`src/rtl/tb_cheshire_pkg.sv`:
```
// Cheshire configuration records plus the cfg reporter register map and FEATURES layout.
package tb_cheshire_pkg;

  typedef struct packed {
    logic [31:0] addr;
    logic        write;
    logic [31:0] wdata;
    logic [3:0]  wstrb;
    logic        valid;
  } reg_bus_req_t;

  typedef struct packed {
    logic [31:0] rdata;
    logic        error;
    logic        ready;
  } reg_bus_rsp_t;

  typedef struct packed {
    logic        axi_rt;
    logic        ara;
    logic        uart;
    logic        vga;
    logic        serial_link;
    logic        dma;
    logic [31:0] ara_nr_lanes;
    logic [31:0] ara_vlen;
  } cheshire_cfg_t;

  localparam cheshire_cfg_t DefaultCfg = '{
    axi_rt: 1'b0, ara: 1'b0, uart: 1'b1, vga: 1'b1, serial_link: 1'b1, dma: 1'b1,
    ara_nr_lanes: 32'd0, ara_vlen: 32'd0
  };

  localparam cheshire_cfg_t RtCfg = '{
    axi_rt: 1'b1, ara: 1'b0, uart: 1'b1, vga: 1'b0, serial_link: 1'b0, dma: 1'b1,
    ara_nr_lanes: 32'd0, ara_vlen: 32'd0
  };

  localparam cheshire_cfg_t AraCfg = '{
    axi_rt: 1'b0, ara: 1'b1, uart: 1'b1, vga: 1'b0, serial_link: 1'b1, dma: 1'b1,
    ara_nr_lanes: 32'd2, ara_vlen: 32'd2048
  };

  localparam cheshire_cfg_t TbCheshireConfigs [3] = '{DefaultCfg, RtCfg, AraCfg};

  localparam logic [4:0] OffMagic    = 5'h00;
  localparam logic [4:0] OffCfgIdx   = 5'h04;
  localparam logic [4:0] OffFeatures = 5'h08;
  localparam logic [4:0] OffLanes    = 5'h0C;
  localparam logic [4:0] OffVlen     = 5'h10;
  localparam logic [4:0] OffScratch  = 5'h14;
  localparam logic [4:0] OffReadCnt  = 5'h18;
  localparam logic [4:0] OffEoc      = 5'h1C;

  localparam logic [31:0] CfgMagic = 32'h4348_5331;

  localparam int unsigned FeatAxiRt      = 0;
  localparam int unsigned FeatAra        = 1;
  localparam int unsigned FeatUart       = 2;
  localparam int unsigned FeatVga        = 3;
  localparam int unsigned FeatSerialLink = 4;
  localparam int unsigned FeatDma        = 5;

  function automatic logic [31:0] cfg_features(cheshire_cfg_t cfg);
    logic [31:0] f;
    f                 = '0;
    f[FeatAxiRt]      = cfg.axi_rt;
    f[FeatAra]        = cfg.ara;
    f[FeatUart]       = cfg.uart;
    f[FeatVga]        = cfg.vga;
    f[FeatSerialLink] = cfg.serial_link;
    f[FeatDma]        = cfg.dma;
    return f;
  endfunction

endpackage

```
`src/rtl/cheshire_cfg_reporter.sv`:
```
// Regbus-visible Cheshire config report, scratch word, read counter and EOC exit-code mailbox.
// The EOC mailbox exists only when CHESHIRE_CFG_REPORTER_EOC_EN is defined.
module cheshire_cfg_reporter #(
  parameter tb_cheshire_pkg::cheshire_cfg_t Cfg = tb_cheshire_pkg::DefaultCfg,
  parameter int unsigned CfgIdx = 0,
  parameter type reg_req_t = tb_cheshire_pkg::reg_bus_req_t,
  parameter type reg_rsp_t = tb_cheshire_pkg::reg_bus_rsp_t
) (
  input  logic        clk_i,
  input  logic        rst_ni,
  input  reg_req_t    reg_req_i,
  output reg_rsp_t    reg_rsp_o,
  output logic        eoc_valid_o,
  output logic [30:0] eoc_code_o,
  input  logic        eoc_ready_i
);
  import tb_cheshire_pkg::*;

  localparam logic [1:0] Idle    = 2'd0;
  localparam logic [1:0] Resp    = 2'd1;
  localparam logic [1:0] EocWait = 2'd2;

  localparam logic [2:0] IdxMagic    = OffMagic[4:2];
  localparam logic [2:0] IdxCfgIdx   = OffCfgIdx[4:2];
  localparam logic [2:0] IdxFeatures = OffFeatures[4:2];
  localparam logic [2:0] IdxLanes    = OffLanes[4:2];
  localparam logic [2:0] IdxVlen     = OffVlen[4:2];
  localparam logic [2:0] IdxScratch  = OffScratch[4:2];
  localparam logic [2:0] IdxReadCnt  = OffReadCnt[4:2];
  localparam logic [2:0] IdxEoc      = OffEoc[4:2];

  localparam logic [31:0] Features = cfg_features(Cfg);

`ifdef CHESHIRE_CFG_REPORTER_EOC_EN
  localparam bit EocEn = 1'b1;
`else
  localparam bit EocEn = 1'b0;
`endif

  logic [1:0]  state_q, state_d;
  logic [2:0]  cap_idx_q;
  logic        cap_write_q;
  logic [31:0] cap_wdata_q;
  logic [3:0]  cap_wstrb_q;
  logic [31:0] scratch_q;
  logic [15:0] read_cnt_q;
  logic        req_eoc_wr;
  logic        eoc_stall;
  logic        eoc_wait_done;
  logic        unused_addr;

  assign unused_addr = ^{reg_req_i.addr[31:5], reg_req_i.addr[1:0]};
  assign req_eoc_wr  = reg_req_i.valid && reg_req_i.write && (reg_req_i.addr[4:2] == IdxEoc);

`ifdef CHESHIRE_CFG_REPORTER_EOC_EN
  logic        eoc_valid_q;
  logic [30:0] eoc_code_q;
  logic        eoc_apply;
  logic [31:0] eoc_wdata;

  assign eoc_stall     = req_eoc_wr && eoc_valid_q;
  assign eoc_wait_done = (state_q == EocWait) && (eoc_ready_i || !eoc_valid_q);

  // A stalled write lands on the same edge as the consuming handshake, so the
  // new code replaces the old one without eoc_valid_o dropping in between.
  always_comb begin
    eoc_apply = 1'b0;
    eoc_wdata = reg_req_i.wdata;
    if (state_q == Idle && req_eoc_wr && !eoc_valid_q) begin
      eoc_apply = 1'b1;
    end else if (eoc_wait_done) begin
      eoc_apply = 1'b1;
      eoc_wdata = cap_wdata_q;
    end
  end

  always_ff @(posedge clk_i or negedge rst_ni) begin
    if (!rst_ni) begin
      eoc_valid_q <= 1'b0;
      eoc_code_q  <= '0;
    end else if (eoc_apply && eoc_wdata[0]) begin
      eoc_valid_q <= 1'b1;
      eoc_code_q  <= eoc_wdata[31:1];
    end else if (eoc_valid_q && eoc_ready_i) begin
      eoc_valid_q <= 1'b0;
    end
  end

  assign eoc_valid_o = eoc_valid_q;
  assign eoc_code_o  = eoc_code_q;
`else
  logic unused_eoc;

  assign unused_eoc    = eoc_ready_i;
  assign eoc_stall     = 1'b0;
  assign eoc_wait_done = 1'b0;
  assign eoc_valid_o   = 1'b0;
  assign eoc_code_o    = '0;
`endif

  always_comb begin
    state_d = state_q;
    case (state_q)
      Idle:    if (reg_req_i.valid) state_d = eoc_stall ? EocWait : Resp;
      EocWait: if (eoc_wait_done) state_d = Resp;
      Resp:    state_d = Idle;
      default: state_d = Idle;
    endcase
  end

  always_ff @(posedge clk_i or negedge rst_ni) begin
    if (!rst_ni) begin
      state_q     <= Idle;
      cap_idx_q   <= '0;
      cap_write_q <= 1'b0;
      cap_wdata_q <= '0;
      cap_wstrb_q <= '0;
    end else begin
      state_q <= state_d;
      if (state_q == Idle && reg_req_i.valid) begin
        cap_idx_q   <= reg_req_i.addr[4:2];
        cap_write_q <= reg_req_i.write;
        cap_wdata_q <= reg_req_i.wdata;
        cap_wstrb_q <= reg_req_i.wstrb;
      end
    end
  end

  always_ff @(posedge clk_i or negedge rst_ni) begin
    if (!rst_ni) begin
      scratch_q  <= '0;
      read_cnt_q <= '0;
    end else if (state_q == Resp) begin
      if (cap_write_q && cap_idx_q == IdxScratch) begin
        for (int unsigned b = 0; b < 4; b++) begin
          if (cap_wstrb_q[b]) scratch_q[8*b +: 8] <= cap_wdata_q[8*b +: 8];
        end
      end
      if (!cap_write_q && read_cnt_q != '1) read_cnt_q <= read_cnt_q + 16'd1;
    end
  end

  always_comb begin
    reg_rsp_o = '0;
    if (state_q == Resp) begin
      reg_rsp_o.ready = 1'b1;
      if (cap_write_q) begin
        reg_rsp_o.error = !(cap_idx_q == IdxScratch || (EocEn && cap_idx_q == IdxEoc));
      end else begin
        case (cap_idx_q)
          IdxMagic:    reg_rsp_o.rdata = CfgMagic;
          IdxCfgIdx:   reg_rsp_o.rdata = 32'(CfgIdx);
          IdxFeatures: reg_rsp_o.rdata = Features;
          IdxLanes:    reg_rsp_o.rdata = Cfg.ara_nr_lanes;
          IdxVlen:     reg_rsp_o.rdata = Cfg.ara_vlen;
          IdxScratch:  reg_rsp_o.rdata = scratch_q;
          IdxReadCnt:  reg_rsp_o.rdata = {16'h0000, read_cnt_q};
          default:     reg_rsp_o.error = 1'b1;
        endcase
      end
    end
  end

endmodule

```
`config.mk`:
```
export PLATFORM = sky130hd
export DESIGN_NAME = cheshire_cfg_reporter
export DESIGN_NICKNAME = d
export VERILOG_FILES = /design/src/rtl/tb_cheshire_pkg.sv /design/src/rtl/cheshire_cfg_reporter.sv
export SDC_FILE = /design/constraint.sdc
export NUM_CORES = 1
export LEC_CHECK = 0
export ABC_CLOCK_PERIOD_IN_PS = 1600
export CORE_ASPECT_RATIO = 1.1
export CORE_MARGIN = 4
export CORE_UTILIZATION = 57
export CTS_CLUSTER_DIAMETER = 150
export DETAILED_ROUTE_END_ITERATION = 8
export DONT_BUFFER_PORTS = 1
export PLACE_DENSITY = 0.86
export SLEW_MARGIN = 20
export SYNTH_ARGS = -nofsm -noshare
export SYNTH_HDL_FRONTEND = slang
export SYNTH_SLANG_ARGS = --single-unit
```
`constraint.sdc`:
```
create_clock -name clk_i -period 1.6 [get_ports clk_i]
set_input_delay 0.4 -clock clk_i [delete_from_list [all_inputs] [get_ports clk_i]]
set_output_delay 0.4 -clock clk_i [all_outputs]
set_load 0.02 [all_outputs]
```
* Yosys cells after proc, flatten, opt, wreduce, memory -nomap -nowiden
Cells that the tools add are included.
Word-level totals: output and inout bits 66, bits of input ports 73, register bits 90
Operators by class: bitwise logic cells 1, equality and inequality tests 10, add/sub/neg operators 1, multiplexer cells 7, reductions and logical operators 14
Operators with widths (number):
- $pmux W32 S4 | 1
- $mux W34 | 1
- $mux W32 | 1
- $add A16 B1 Y16 const B | 1
- $ne A16 B16 Y1 const B | 1
- $reduce_and A3 Y1 | 4
- $eq A3 B3 Y1 const B | 3
- $reduce_or A7 Y1 | 1
- $eq A3 B2 Y1 const B | 2
- $pmux W2 S2 | 1
- $reduce_and A2 Y1 | 2
- $eq A3 B1 Y1 const B | 1
- $logic_and A1 B1 Y1 | 3
- $logic_not A3 Y1 | 1
- $eq A2 B1 Y1 const B | 1
- $eq A2 B2 Y1 const B | 1
- $logic_not A1 Y1 | 2
- $logic_not A2 Y1 | 1
- $mux W1 | 2
- $mux W2 | 1
- $ne A2 B2 Y1 const B | 1
- $not A1 Y1 | 1

* Longest topological paths before layout
depth in word-level cells 5, gate-level depth with buffers 6, gate-level depth less buffers 5

* Least setup slack after synthesis
OpenSTA, ideal clock, no wires.
kind register -> output, from register cap_idx_q[0], to output port reg_rsp_o[16] (netlist name), data arrival time 1.522 ns, stages on the path, launching flop included 6, path buffers 1, slack -0.322 ns, data required time 1.200 ns, cells stage by stage dfrtp_1 and2b_1 clkbuf_1 a22o_1 nand2_1 a21oi_1
RTL lines:
- from (decl) | RTL line cheshire_cfg_reporter.sv:41 | logic [2:0] cap_idx_q;
- from (signal assigned) | RTL line cheshire_cfg_reporter.sv:121 | cap_idx_q <= reg_req_i.addr[4:2];
- to (decl) | RTL line cheshire_cfg_reporter.sv:12 | output reg_rsp_t reg_rsp_o,

==> impl_metrics.tcl <==
set metrics [dict create \
    start_util_pct 58.53 \
    power.share.clock_pct 25.4 \
    r2r_slack_ps -230 \
    io_buffers 0 \
    globalRouteTotalUtil_pct 23.14 \
    die_h_um 99.88 \
    syn_area_sq_mm 0.004374 \
    synth_compound_area_share_pct 5.635 \
    p_sw_w 0.001948 \
    pwr-share-comb_pct 25.1 \
    slew_violations 0 \
    viasPerCell 5.818 \
    cp_max_fo 7 \
    cts_buffer_depth 2 \
    synth_xor_area_share_pct 2.002 \
    drc 0 \
    arrival_ps 1710 \
    max_freq_mhz 474.2 \
    r2r-end "scratch_q[2]" \
    p_seq_share_pct 49.5 \
    p_int_w 0.004376 \
    rsz0062_at_grt "true" \
    yosysSeqAreaShare_pct 50.92 \
    synth_ff_type "dfrtp_1" \
    first_iter_violations 282 \
    grt_pass1_vias 3029 \
    gp_congestion 0.9433 \
    ant_nets 0 \
    die-area_sq_mm 0.009141 \
    wirelength_um 11030 \
    clk_pin_slew_ps 100 \
    syn_inst 345 \
    antenna_found_initial 1 \
    synth_edf_count 0 \
    placed_cell_area_sq_mm 0.004820 \
    stdcell_area_sq_mm 0.005341 \
    final_core_util_pct 71.47 \
    p_leak_nw 2.410 \
    grt_pass1_wl_um 16240 \
    hold_path.class "input pin to asynchronous set/reset pin" \
    layout_setup_ws_ps -508.8 \
    switching_share_pct 30.80 \
    pin_count 139 \
    fin_skew_ps 20.90 \
    fin_crit_sh_pct 131.8 \
    finalHoldViolCount 89 \
    cp-end-kind "primary output" \
    insertion_delay_ps 360 \
    synthMuxAreaShare_pct 22.28 \
    power_per_cell_area_mw_per_mm2 1184 \
    dp_hpwl_um 6711 \
    coreArea_sq_mm 0.007473 \
    cts_tree "built" \
    r2r-start "cap_idx_q[1]" \
    setup_tns_ps -20830 \
    detail_route.wl_per_cell_um 21.59 \
    async_flop_share_pct 100.0 \
    num_rows 33 \
    htree_num_levels 3 \
    drt-pass1-iter-count 5 \
    die_w_um 91.53 \
    syn_to_final_growth_pct 22.11 \
    irDropWorstVdd_mv 0.8546 \
    required_ps 1200 \
    cp-start-kind "flop" \
    timing.hold.ws_ps -280.0 \
    post_synth.cell_area_avg_sq_um 12.68 \
    synth-adder-area-share_pct 0.2860 \
    setup_viol 66 \
    synth-simple-area-share_pct 11.36 \
    min_period_ps 2109 \
    grt_max_degree 90 \
    layout-drive-gt1-share_pct 54.32 \
    crit_end "reg_rsp_o[10]" \
    clkSinkCount 89 \
    power.total_w 0.006324 \
    cts_root_buf "clkbuf_8" \
    numCtsBuffers 9 \
    ys_types 43 \
    synth_top_family_by_area "multiplexers" \
    reg2reg_depth 6 \
    ys_ff_latch 89 \
    worst-setup-path-type "flop to primary output" \
    crit_start "cap_idx_q[1]" \
    run_status "finished, violations left" \
    violations "hold timing, setup timing" \
    globalRouteOverflowTotal 0 \
    ys_warn_count 0 \
    fin_nets 474 \
    routed-via-count 2973 \
    max_cap_violations 0 \
]
cell usage in the layout, fill, tap and decap left out, drive strengths merged:
cell and count:
and4 3, xnor2 7, a22oi 7, clkinvlp 2, and2 13, ha 1
nand2 20, nor4 1, nand4b 1, o2111ai 1, nor3 1, o211ai 2
o21ai 3, and2b 1, dfrtp 89, clkinv 1, nand3 5, nor2 20
nand4 4, or3 1, a22o 5, mux2 75, and4bb 2, o31ai 1
buf 59, inv 3, and3 1, xor2 3, bufinv 1, diode 1
conb 32, a31oi 3, a21oi 17, mux2i 1, nand2b 3, nor2b 4
nand3b 1, clkbuf 11
logic make-up (layout without fill, tap and decap cells):
kind of cell | after synthesis | count (layout)
AO/OA/AOI/OAI | 39 | 39
XOR/XNOR | 10 | 10
adder cells (fa/ha/maj) | 1 | 1
buffers and inverters | 48 | 77
flip-flops | 89 | 89
multiplexers | 76 | 76
other | 1 | 33
AND/OR/NAND/NOR | 81 | 81
repair_timing:
action | 4_1_cts | 5_1_grt
pin swaps | 10 | 23
buffers inserted | 4 | 7
gates resized for setup | 40 | 25
gates cloned | 1 | 0
endpoints found under the hold margin | 89 | 89
endpoints found under the setup margin | 71 | 75
layer usage:
layer | GRT usage, % | vias up | share of wire, %
li1 | - | 1250 | -
met3 | 5.097 | 42 | 7.4
met2 | 39.57 | 188 | 51
met1 | 27.42 | 1493 | 38
met5 | 0 | - | 0
met4 | 12.06 | 0 | 3.8
Yosys cell counts (all sizes together), types with 2 or more instances:
master / instances / area (sq um)
o211ai: 2 / 15.01
nand2: 20 / 140.1
a22o: 5 / 43.79
dfrtp: 89 / 2227
and4bb: 2 / 25.02
o21ai: 3 / 15.01
and2: 13 / 81.33
nor2b: 4 / 25.02
nand2b: 3 / 18.77
a21oi: 17 / 85.08
xnor2: 7 / 61.31
a22oi: 7 / 52.55
nand3: 5 / 25.02
clkbuf: 7 / 26.28
xor2: 3 / 26.28
inv: 2 / 7.510
a31oi: 3 / 18.77
nand4: 4 / 25.02
and4: 3 / 28.78
mux2: 75 / 964.7
buf: 39 / 291.5
nor2: 20 / 75.07
power by group through the flow:
| stage | clock [W] | combinational (W) | sequential, W |
|---|---|---|---|
| after floorplan | 0 | 0.00106 | 0.00300 |
| after global placement | 0 | 0.00124 | 0.00306 |
| after detailed placement | 0 | 0.00130 | 0.00310 |
| after CTS | 0.00160 | 0.00144 | 0.00308 |
| after global routing | 0.00171 | 0.00167 | 0.00318 |
| final | 0.00161 | 0.00158 | 0.00313 |
worst max-delay path, stage by stage, from the launching register on:
cell and delay [ps]:
dfrtp_2 470, nor2b_4 200, buf_6 160, a22o_1 210, nand2_2 90, a21oi_4 220
stage by stage:
stage,setup slack [ps],std cells
after floorplan,-36.44,376
after global placement,-154.2,482
after detailed placement,-153.6,482
after CTS,-456.6,503
after global routing,-545.1,511
final,-508.8,511
state kept, by name (all words and copies together) (netlist names):
signal       flops
read_cnt_q      16
scratch_q       32
cap_write_q      1
state_q          1
cap_wdata_q     32
cap_idx_q        3
cap_wstrb_q      4
final cells by class:
cell class	instances	area, sq um
antenna	1	2.502
clock buffer	11	141.4
clock inverter	5	62.56
fill	423	2132
inverter	2	7.507
multi-input combinational	239	2253
sequential	89	2233
tap	105	131.4
timing repair buffer	59	509.2
how the worst min path moves through the flow:
stage | start | to | slack [ps] | cells past startpoint
6_report | rst_ni | cap_wdata_q[31] | -280 | 0
5_1_grt | rst_ni | cap_wdata_q[31] | -300 | 0
4_1_cts | rst_ni | scratch_q[21] | -290 | 0
3_5_place_dp | rst_ni | scratch_q[20] | 110 | 0
3_3_place_gp | rst_ni | cap_wdata_q[20] | 110 | 0
2_1_floorplan | rst_ni | cap_idx_q[0] | 100 | 0
(Power assumes the default switching activity.)
